`src/rtl/mem_stage.sv`:
```
// ============================================================================
// mem_stage : memory-access stage with integrated MEM/WB register
// Revision  : 1.0
// ============================================================================
`default_nettype none

module mem_stage #(
  parameter int DATA_W  = 32,
  parameter int REG_W   = 4,
  parameter int TIMEOUT = 15
) (
  input  logic              clk,
  input  logic              rst_n,
  input  logic              in_valid,
  output logic              in_ready,
  input  logic [DATA_W-1:0] ALUResultIn,
  input  logic [DATA_W-1:0] StoreData,
  input  logic              MemRead,
  input  logic              MemWrite,
  input  logic              RegWriteIn,
  input  logic [REG_W-1:0]  RdIn,
  input  logic              DataInputSIn,
  output logic              dmem_req,
  output logic              dmem_we,
  output logic [DATA_W-1:0] dmem_addr,
  output logic [DATA_W-1:0] dmem_wdata,
  input  logic              dmem_ack,
  input  logic [DATA_W-1:0] dmem_rdata,
  output logic              out_valid,
  output logic [DATA_W-1:0] Data5,
  output logic [DATA_W-1:0] ALUResult,
  output logic              DataInputS,
  output logic              RegWriteOut,
  output logic [REG_W-1:0]  RdOut,
  output logic              mem_err
);

  localparam logic [0:0] c_IDLE   = 1'b0;
  localparam logic [0:0] c_ACCESS = 1'b1;
  localparam int         c_CNT_W  = $clog2(TIMEOUT + 1);
  localparam logic [c_CNT_W-1:0] c_TIMEOUT = c_CNT_W'(TIMEOUT);

  logic [0:0]         r_state;
  logic [c_CNT_W-1:0] r_cnt;
  logic               r_req;
  logic               r_we;
  logic [DATA_W-1:0]  r_addr;
  logic [DATA_W-1:0]  r_wdata;
  logic [REG_W-1:0]   r_p_rd;
  logic               r_p_dis;
  logic               r_p_rw;
  logic               r_out_valid;
  logic               r_mem_err;
  logic               r_regwr;
  logic [DATA_W-1:0]  r_data5;
  logic [DATA_W-1:0]  r_alu;
  logic               r_dis;
  logic [REG_W-1:0]   r_rd;

  logic               w_accept;
  logic               w_mem_op;
  logic               w_misaligned;
  logic [c_CNT_W-1:0] w_cnt_next;

  assign in_ready     = (r_state == c_IDLE);
  assign w_accept     = in_valid & in_ready;
  assign w_mem_op     = MemRead | MemWrite;
  assign w_misaligned = |ALUResultIn[1:0];
  assign w_cnt_next   = r_cnt + 1'b1;

  // Pending fields are kept apart from the WB outputs so those hold their
  // last value while an access is outstanding.
  always_ff @(posedge clk or negedge rst_n) begin
    if (!rst_n) begin
      r_state     <= c_IDLE;
      r_cnt       <= '0;
      r_req       <= 1'b0;
      r_we        <= 1'b0;
      r_addr      <= '0;
      r_wdata     <= '0;
      r_p_rd      <= '0;
      r_p_dis     <= 1'b0;
      r_p_rw      <= 1'b0;
      r_out_valid <= 1'b0;
      r_mem_err   <= 1'b0;
      r_regwr     <= 1'b0;
      r_data5     <= '0;
      r_alu       <= '0;
      r_dis       <= 1'b0;
      r_rd        <= '0;
    end else begin
      r_out_valid <= 1'b0;
      r_mem_err   <= 1'b0;
      r_regwr     <= 1'b0;
      case (r_state)
        c_IDLE: begin
          if (w_accept) begin
            if (w_mem_op && !w_misaligned) begin
              r_state <= c_ACCESS;
              r_cnt   <= '0;
              r_req   <= 1'b1;
              r_we    <= MemWrite;
              r_addr  <= ALUResultIn;
              r_wdata <= StoreData;
              r_p_rd  <= RdIn;
              r_p_dis <= DataInputSIn;
              r_p_rw  <= RegWriteIn;
            end else begin
              r_out_valid <= 1'b1;
              r_alu       <= ALUResultIn;
              r_rd        <= RdIn;
              r_dis       <= DataInputSIn;
              r_regwr     <= RegWriteIn & ~w_mem_op;
              r_mem_err   <= w_mem_op;
            end
          end
        end
        c_ACCESS: begin
          if (dmem_ack || (w_cnt_next == c_TIMEOUT)) begin
            r_state     <= c_IDLE;
            r_cnt       <= '0;
            r_req       <= 1'b0;
            r_out_valid <= 1'b1;
            r_alu       <= r_addr;
            r_rd        <= r_p_rd;
            r_dis       <= r_p_dis;
            r_regwr     <= dmem_ack & r_p_rw & ~r_we;
            r_mem_err   <= ~dmem_ack;
            if (dmem_ack && !r_we) begin
              r_data5 <= dmem_rdata;
            end
          end else begin
            r_cnt <= w_cnt_next;
          end
        end
        default: r_state <= c_IDLE;
      endcase
    end
  end

  assign dmem_req    = r_req;
  assign dmem_we     = r_we;
  assign dmem_addr   = r_addr;
  assign dmem_wdata  = r_wdata;
  assign out_valid   = r_out_valid;
  assign Data5       = r_data5;
  assign ALUResult   = r_alu;
  assign DataInputS  = r_dis;
  assign RegWriteOut = r_regwr;
  assign RdOut       = r_rd;
  assign mem_err     = r_mem_err;

endmodule

`default_nettype wire
```
`config.mk`:
```
export PLATFORM = sky130hd
export DESIGN_NAME = mem_stage
export DESIGN_NICKNAME = d
export VERILOG_FILES = /design/src/rtl/mem_stage.sv
export SDC_FILE = /design/constraint.sdc
export NUM_CORES = 1
export LEC_CHECK = 0
export ABC_AREA = 0
export CAP_MARGIN = 20
export CORE_MARGIN = 3
export CORE_UTILIZATION = 35
export CTS_CLUSTER_DIAMETER = 120
export DETAILED_ROUTE_END_ITERATION = 7
export GPL_TIMING_DRIVEN = 0
export PLACE_DENSITY_LB_ADDON = 0.2
export SYNTH_ARGS = -nofsm -noshare
export SYNTH_HDL_FRONTEND = slang
export SYNTH_SLANG_ARGS = --single-unit
```
`constraint.sdc`:
```
create_clock -name clk -period 2.46 [get_ports clk]
set_input_delay 0.492 -clock clk [delete_from_list [all_inputs] [get_ports clk]]
set_output_delay 0.492 -clock clk [all_outputs]
set_load 0.02 [all_outputs]
```
==> flow_summary_export.csv, run 1 <==
group,metric,value,unit
outcome,status,"completed",
sta,hold_violations,0,
logic_synthesis,synth_top_area_share,60.5,%
grt,antenna_found_initial,0,
sta,setup_violations,0,
grt,grt_use_total,16.6,%
drt,final_antenna_net_count,0,
drt,routedWlPerCell,17.8,um
final_layout,fin_nets,762,
drt,drtIter0Drc,98,
sta,drv_slew,0,
logic_synthesis,synth_top_area_cell,"dfrtp_1",
logic_synthesis,yosysMostFrequentCell,"mux2_2",
grt,grt_max_degree,77,
critical_path,path_class,"register to register",
die,rows,47,
die,ios,247,
sta,fin_ws,288,ps
clocking,clk_pin_slew,60,ps
logic_synthesis,synth_ff_type,"dfrtp_1",
critical_path,worstSetupEndpointType,"register",
drt,firstDrtPassIters,4,
logic_synthesis,synth_edf_count,0,
logic_synthesis,synth_warnings,0,
drt,drcViolationCount,0,
drt,viasPerCell,4.70,
logic_synthesis,yosysSeqAreaShare,60.5,%
sta,period_share,88.3,%
clocking,cts_buffers,17,
hold_path,hold_path_class,"primary input to async pin",
place,gp_congestion,0.819,
logic_synthesis,ys_async_sr_fraction,100,%
final_layout,syn_to_final_growth,54.5,%
power_and_ir_drop,power_density,934,nW/um^2
die,dieWidth,139,um
flow_run,drv_cap,0,
grt,grt_pass1_vias,4537,
final_layout,fillCellCount,1374,
place,placed_cells,854,
logic_synthesis,avgSynthCellArea,15.9,sq um
drt,routed-via-count,4157,
sta,final.min_clock_period,2170,ps
grt,overflow,0,
sta,clock_skew,8.46,ps
clocking,h-tree-depth,4,
place,port_buffers,246,
clocking,clock_tree.root_cell,"clkbuf_16",
sta,fmax,0.460,GHz
drt,totalWireLength,15.8,mm
sta,maxSlewHeadroom,34.5,%
clocking,insertion_delay,410,ps
die,die_y,139,um
final_layout,diodes,0,
power_and_ir_drop,leakage,4.02,nW
grt,grt_first_pass_wirelength,25.4,mm
final_layout,final_util,56.2,%
logic_synthesis,yosys.cell_types.count,32,
clocking,cts_tree,"done",
clocking,cts_resized,0,
critical_path,critPathMaxFanout,10,
final_layout,fin_cells,884,
logic_synthesis,synth_fp_nets,497,
logic_synthesis,synth.area.top_cells,"dfrtp_1, mux2_2, mux2_4, buf_2, buf_6",
clocking,cts.sinks,149,
place,dp_hpwl,11.7,mm
clocking,cts_max_path_buffers,2,
sta,worst_slew_pin_slew,971,ps
logic_synthesis,ys_seq_elements,149,
logic_synthesis,syn_area,6160,sq um
final_layout,drive_gt1_share,33.6,%
logic_synthesis,syn_inst,387,
critical_path,cp.required,2750,ps
sta,rsz0062_at_grt,"no",
logic_synthesis,synth_common_cells,"mux2_2, dfrtp_1, mux2_4",
die,design.core.area,16900,sq um
die,initial_core_util,36.4,%
critical_path,critPathArrivalTime,2470,ps
critical_path,startpoint_type,"register",
place,place_ws,-93.8,ps
clocking,postCtsHoldBufs,0,
power_and_ir_drop,peakVddDrop,0.000472,V
die,die-area,19200,sq um
-- stage by stage --
step                      TNS, ps  total power [mW]  instance area (sq um)  hold WS, ps
after floorplan                 0              4.79                   6160          196
after global placement    -739040              6.31                   8900          481
after detailed placement    -3200              6.39                   8930          493
after global routing            0              9.34                   9520          170
final                           0              8.89                   9520          118
after CTS                       0              9.03                   9520          128
-- cell usage in the layout, fill, tap and decap left out, types with 2 or more instances in the layout --
cell	count
bufinv_16	2
nor2b_1	2
clkinv_2	3
buf_2	11
xor2_1	2
ha_1	2
nor2_1	2
a21oi_1	2
mux2_2	156
clkdlybuf4s50_1	245
o2bb2ai_1	2
clkbuf_1	4
dfrtp_1	149
nand2_1	4
and2_1	2
mux2_4	19
buf_6	4
nand3_1	3
clkbuf_16	17
clkinvlp_4	3
inv_1	6
o21ai_0	3
clkbuf_8	5
-- cell families after synthesis --
logic type / Yosys count / share of synthesized area [%]
multiplexers: 176 / 33.3
flip-flops: 149 / 60.5
buffers and inverters: 25 / 2.17
AND/OR/NAND/NOR: 18 / 1.58
AO/OA/AOI/OAI: 15 / 1.79
XOR/XNOR: 2 / 0.284
adder cells (fa/ha/maj): 2 / 0.406
-- what timing repair did --
item,CTS,global route
endpoints found under the hold margin,0,0
buffers inserted,0,0
endpoints found under the setup margin,1,0
-- final cells by class --
type                            count  area (sq um)  share of cell area [%]
Buffer                             18           108                    1.13
Clock buffer                       23           498                    5.23
Clock inverter                      8          97.6                    1.02
Inverter                            6          22.5                   0.236
Multi-Input combinational cell    213          2300                    24.2
Sequential cell                   149          3730                    39.2
Tap cell                          220           275                    2.89
Timing Repair Buffer              247          2490                    26.2
-- per-layer routing --
layer  vias to the layer above  GRT usage [%]  wire [um]
li1                       1915              -          -
met4                         0           5.46        214
met5                         -              0          0
met2                       178           26.2       7400
met1                      2049           21.2       6780
met3                        15           6.45       1370
-- sequential cells by signal, indices dropped and copies added, names as in the netlist --
register and count:
ALUResult 32, Data5 32, dmem_addr 32, dmem_wdata 32, RdOut 4, r_cnt 4, r_p_rd 4, DataInputS 1
RegWriteOut 1, dmem_req 1, dmem_we 1, mem_err 1, out_valid 1, r_p_dis 1, r_p_rw 1, r_state 1
-- path summary, 6_finish.rpt --
kind / from / to / slack (ps) / depth (start not counted)
worst max-delay path: r_cnt[0] / ALUResult[19] / 290 / 7
worst min register to register: r_p_rd[2] / r_p_rd[2] / 500 / 1
worst max register to register: r_cnt[0] / ALUResult[19] / 290 / 7
worst min-delay path: rst_n / dmem_addr[22] / 120 / 1
max in group asynchronous: rst_n / dmem_wdata[24] / 1520 / 2
min in group clk: r_p_rd[2] / r_p_rd[2] / 500 / 1
-- power breakdown --
group	switching (mW)	internal (mW)	total (mW)
sequential	0.322	3.03	3.35
combinational	1.31	1.64	2.95
clock	0.968	1.62	2.59
total	2.60	6.29	8.89
-- critical path, cell delays in order (launching register included) --
cell and delay (ps):
dfrtp_1 420, ha_1 230, nand2b_1 190, or2_0 280
o211ai_2 220, buf_6 190, buf_6 200, mux2_4 310
Power figures use the tool's default switching activity.
==> inputs of run 2 (changes only) <==
--- a/config.mk
+++ b/config.mk
@@ -6,6 +6,7 @@
 export NUM_CORES = 1
 export LEC_CHECK = 0
 export ABC_AREA = 0
+export ABC_CLOCK_PERIOD_IN_PS = 2460
 export CAP_MARGIN = 20
 export CORE_MARGIN = 3
 export CORE_UTILIZATION = 35
==> results of run 2 <==
Final layout, timing and power as in run 1 (identical DEF).
==> inputs of run 3 (changes only) <==
--- a/config.mk
+++ b/config.mk
@@ -7,10 +7,11 @@
 export LEC_CHECK = 0
 export ABC_AREA = 0
 export ABC_CLOCK_PERIOD_IN_PS = 2460
-export CAP_MARGIN = 20
+export CAP_MARGIN = 25
 export CORE_MARGIN = 3
 export CORE_UTILIZATION = 35
 export CTS_CLUSTER_DIAMETER = 120
+export CTS_CLUSTER_SIZE = 28
 export DETAILED_ROUTE_END_ITERATION = 7
 export GPL_TIMING_DRIVEN = 0
 export PLACE_DENSITY_LB_ADDON = 0.2
==> run 3 against run 2 <==
Net effect:
- hold slack gained 0.72 ps
- power is essentially flat
- die area is the same
- sequential share of layout area is essentially flat
- global-route usage is the same
- final area is essentially flat
- fmax is essentially flat
- worst setup slack lost 0.77 ps
- critical path depth is the same
- combinational power is essentially flat
- non-clock buffer count grew 1
- cell count grew 0.11%
- critical endpoint unchanged
- highest routed layer unchanged
==> flow_summary_export.csv, run 3 (synthesis gave the netlist of run 1 again) <==
group,metric,value,unit
grt,grt_max_degree,77,
drt,drcViolationCount,0,
critical_path,cp_slowest_cell,"dfrtp_1",
die,die-area,19200,sq um
clocking,cts_max_path_buffers,2,
clocking,clk_pin_slew,60,ps
sta,final.min_clock_period,2170,ps
sta,maxSlewHeadroom,52.5,%
clocking,h-tree-depth,4,
sta,worst_slew_pin_slew,713,ps
clocking,cts_buffers,17,
critical_path,cpMostUsedCell,"buf_6",
drt,routed-via-count,4169,
critical_path,r2r_start,"r_cnt[0]",
sta,finalSetupTns,0,ps
drt,viasPerCell,4.71,
die,design.core.area,16900,sq um
power_and_ir_drop,peakVddDrop,0.000471,V
outcome,status,"completed",
critical_path,worstSetupEndpointType,"register",
place,placed_cells,854,
power_and_ir_drop,p_sw_share,29.3,%
drt,drtIter0Drc,99,
critical_path,cp.required,2750,ps
final_layout,drive_gt1_share,33.7,%
final_layout,multi_input_area,2300,sq um
power_and_ir_drop,leakage,4.02,nW
place,dp_hpwl,11.7,mm
die,die_y,139,um
final_layout,layout_commonest_cell,"clkdlybuf4s50_1",
final_layout,fillCellCount,1375,
clocking,cts.sinks,149,
final_layout,final_cell_mix,"clkdlybuf4s50_1, mux2_2, dfrtp_1",
drt,totalWireLength,15.8,mm
sta,drv_slew,0,
power_and_ir_drop,p_seq_share,37.7,%
grt,grt_pass1_vias,4537,
critical_path,startpoint_type,"register",
drt,routedWlPerCell,17.8,um
power_and_ir_drop,clock_power_share,29.1,%
final_layout,final_util,56.3,%
critical_path,rrSetupSlack,290,ps
power_and_ir_drop,power_switching,2.60,mW
critical_path,crit_path_cell_trace,"ha_1 > nand2b_1 > or2_0 > o211ai_2 > buf_6 > buf_6 > mux2_4",
drt,final_antenna_net_count,0,
final_layout,syn_to_final_growth,54.6,%
die,ios,247,
sta,setup_violations,0,
sta,period_share,88.3,%
sta,clock_skew,9.11,ps
critical_path,critPathMaxFanout,10,
place,port_buffers,246,
critical_path,crit_path_max_incr_delay,420,ps
clocking,cts_tree,"done",
die,rows,47,
power_and_ir_drop,power.internal,6.29,mW
sta,rsz0062_at_grt,"no",
clocking,cts_setup_buffers,0,
critical_path,path_class,"register to register",
sta,hold_violations,0,
power_and_ir_drop,pwr-share-comb,33.2,%
grt,antenna_found_initial,0,
final_layout,regArea,3730,sq um
final_layout,fin_nets,763,
final_layout,diodes,0,
grt,grt_use_total,16.6,%
die,dieWidth,139,um
sta,fmax,0.460,GHz
final_layout,fin_cells,885,
clocking,postCtsHoldBufs,0,
critical_path,rr_endpoint,"ALUResult[19]",
drt,firstDrtPassIters,4,
clocking,clock_tree.root_cell,"clkbuf_16",
die,initial_core_util,36.4,%
flow_run,drv_cap,0,
critical_path,ff2ff_path_depth,7,
critical_path,critPathArrivalTime,2470,ps
power_and_ir_drop,power_density,933,nW/um^2
grt,grt_first_pass_wirelength,25.4,mm
grt,overflow,0,
place,gp_congestion,0.819,
hold_path,hold_path_class,"primary input to async pin",
clocking,insertion_delay,410,ps
clocking,cts_resized,0,
run 3: cell count changes in the layout (fill, tap and decap cells not counted):
cell,previous run,this run
clkbuf_2,0,1
run 3: layout make-up:
cell class	instances	share of cell area (%)
buffer	18	1.13
inverter	6	0.236
multi-input combinational	213	24.2
clock buffer	23	5.23
tap	220	2.89
timing repair buffer	248	26.2
clock inverter	8	1.02
sequential	149	39.1
run 3: metrics by stage:
step	total power, mW	worst slack [ps]	hold slack, ps	area (sq um)
floorplan	4.79	517	196	6160
global placement	6.31	-4950	481	8900
detailed placement	6.39	-93.8	493	8930
CTS	9.03	257	128	9520
global route	9.34	116	170	9530
finish	8.89	287	119	9530
run 3: worst max path at each step:
stage	start	cells after the start	endpoint
2_1_floorplan	r_cnt[0]	7	ALUResult[12]
3_3_place_gp	rst_n	1	dmem_wdata[28]
3_5_place_dp	MemWrite	6	r_p_dis
4_1_cts	r_cnt[0]	7	ALUResult[19]
5_1_grt	r_cnt[0]	7	ALUResult[19]
6_report	r_cnt[0]	7	ALUResult[19]
run 3: critical path, delay by kind of cell, from the launching register on:
family	cells	cell delay [ps]
and+or+nand+nor	2	470
DFF	1	420
buffers and inverters	2	390
muxes	1	310
adders and majority gates	1	230
AOI/OAI and AO/OA	1	220
run 3: metal layers:
layer | wire length (um) | GRT usage (%) | share of wire [%] | up-vias
li1 | - | - | - | 1920
met1 | 6710 | 21.2 | 43 | 2044
met2 | 7420 | 26.2 | 47 | 190
met3 | 1430 | 6.45 | 9.1 | 15
met4 | 212 | 5.46 | 1.3 | 0
met5 | 0 | 0 | 0 | -
run 3: power by group through the flow:
stage	clock network, mW	logic [mW]	registers (mW)
2_1_floorplan	0	0.747	4.05
3_5_place_dp	0	2.99	3.39
6_report	2.58	2.95	3.35
3_3_place_gp	0	2.95	3.36
5_1_grt	2.79	3.11	3.44
4_1_cts	2.67	3.00	3.36
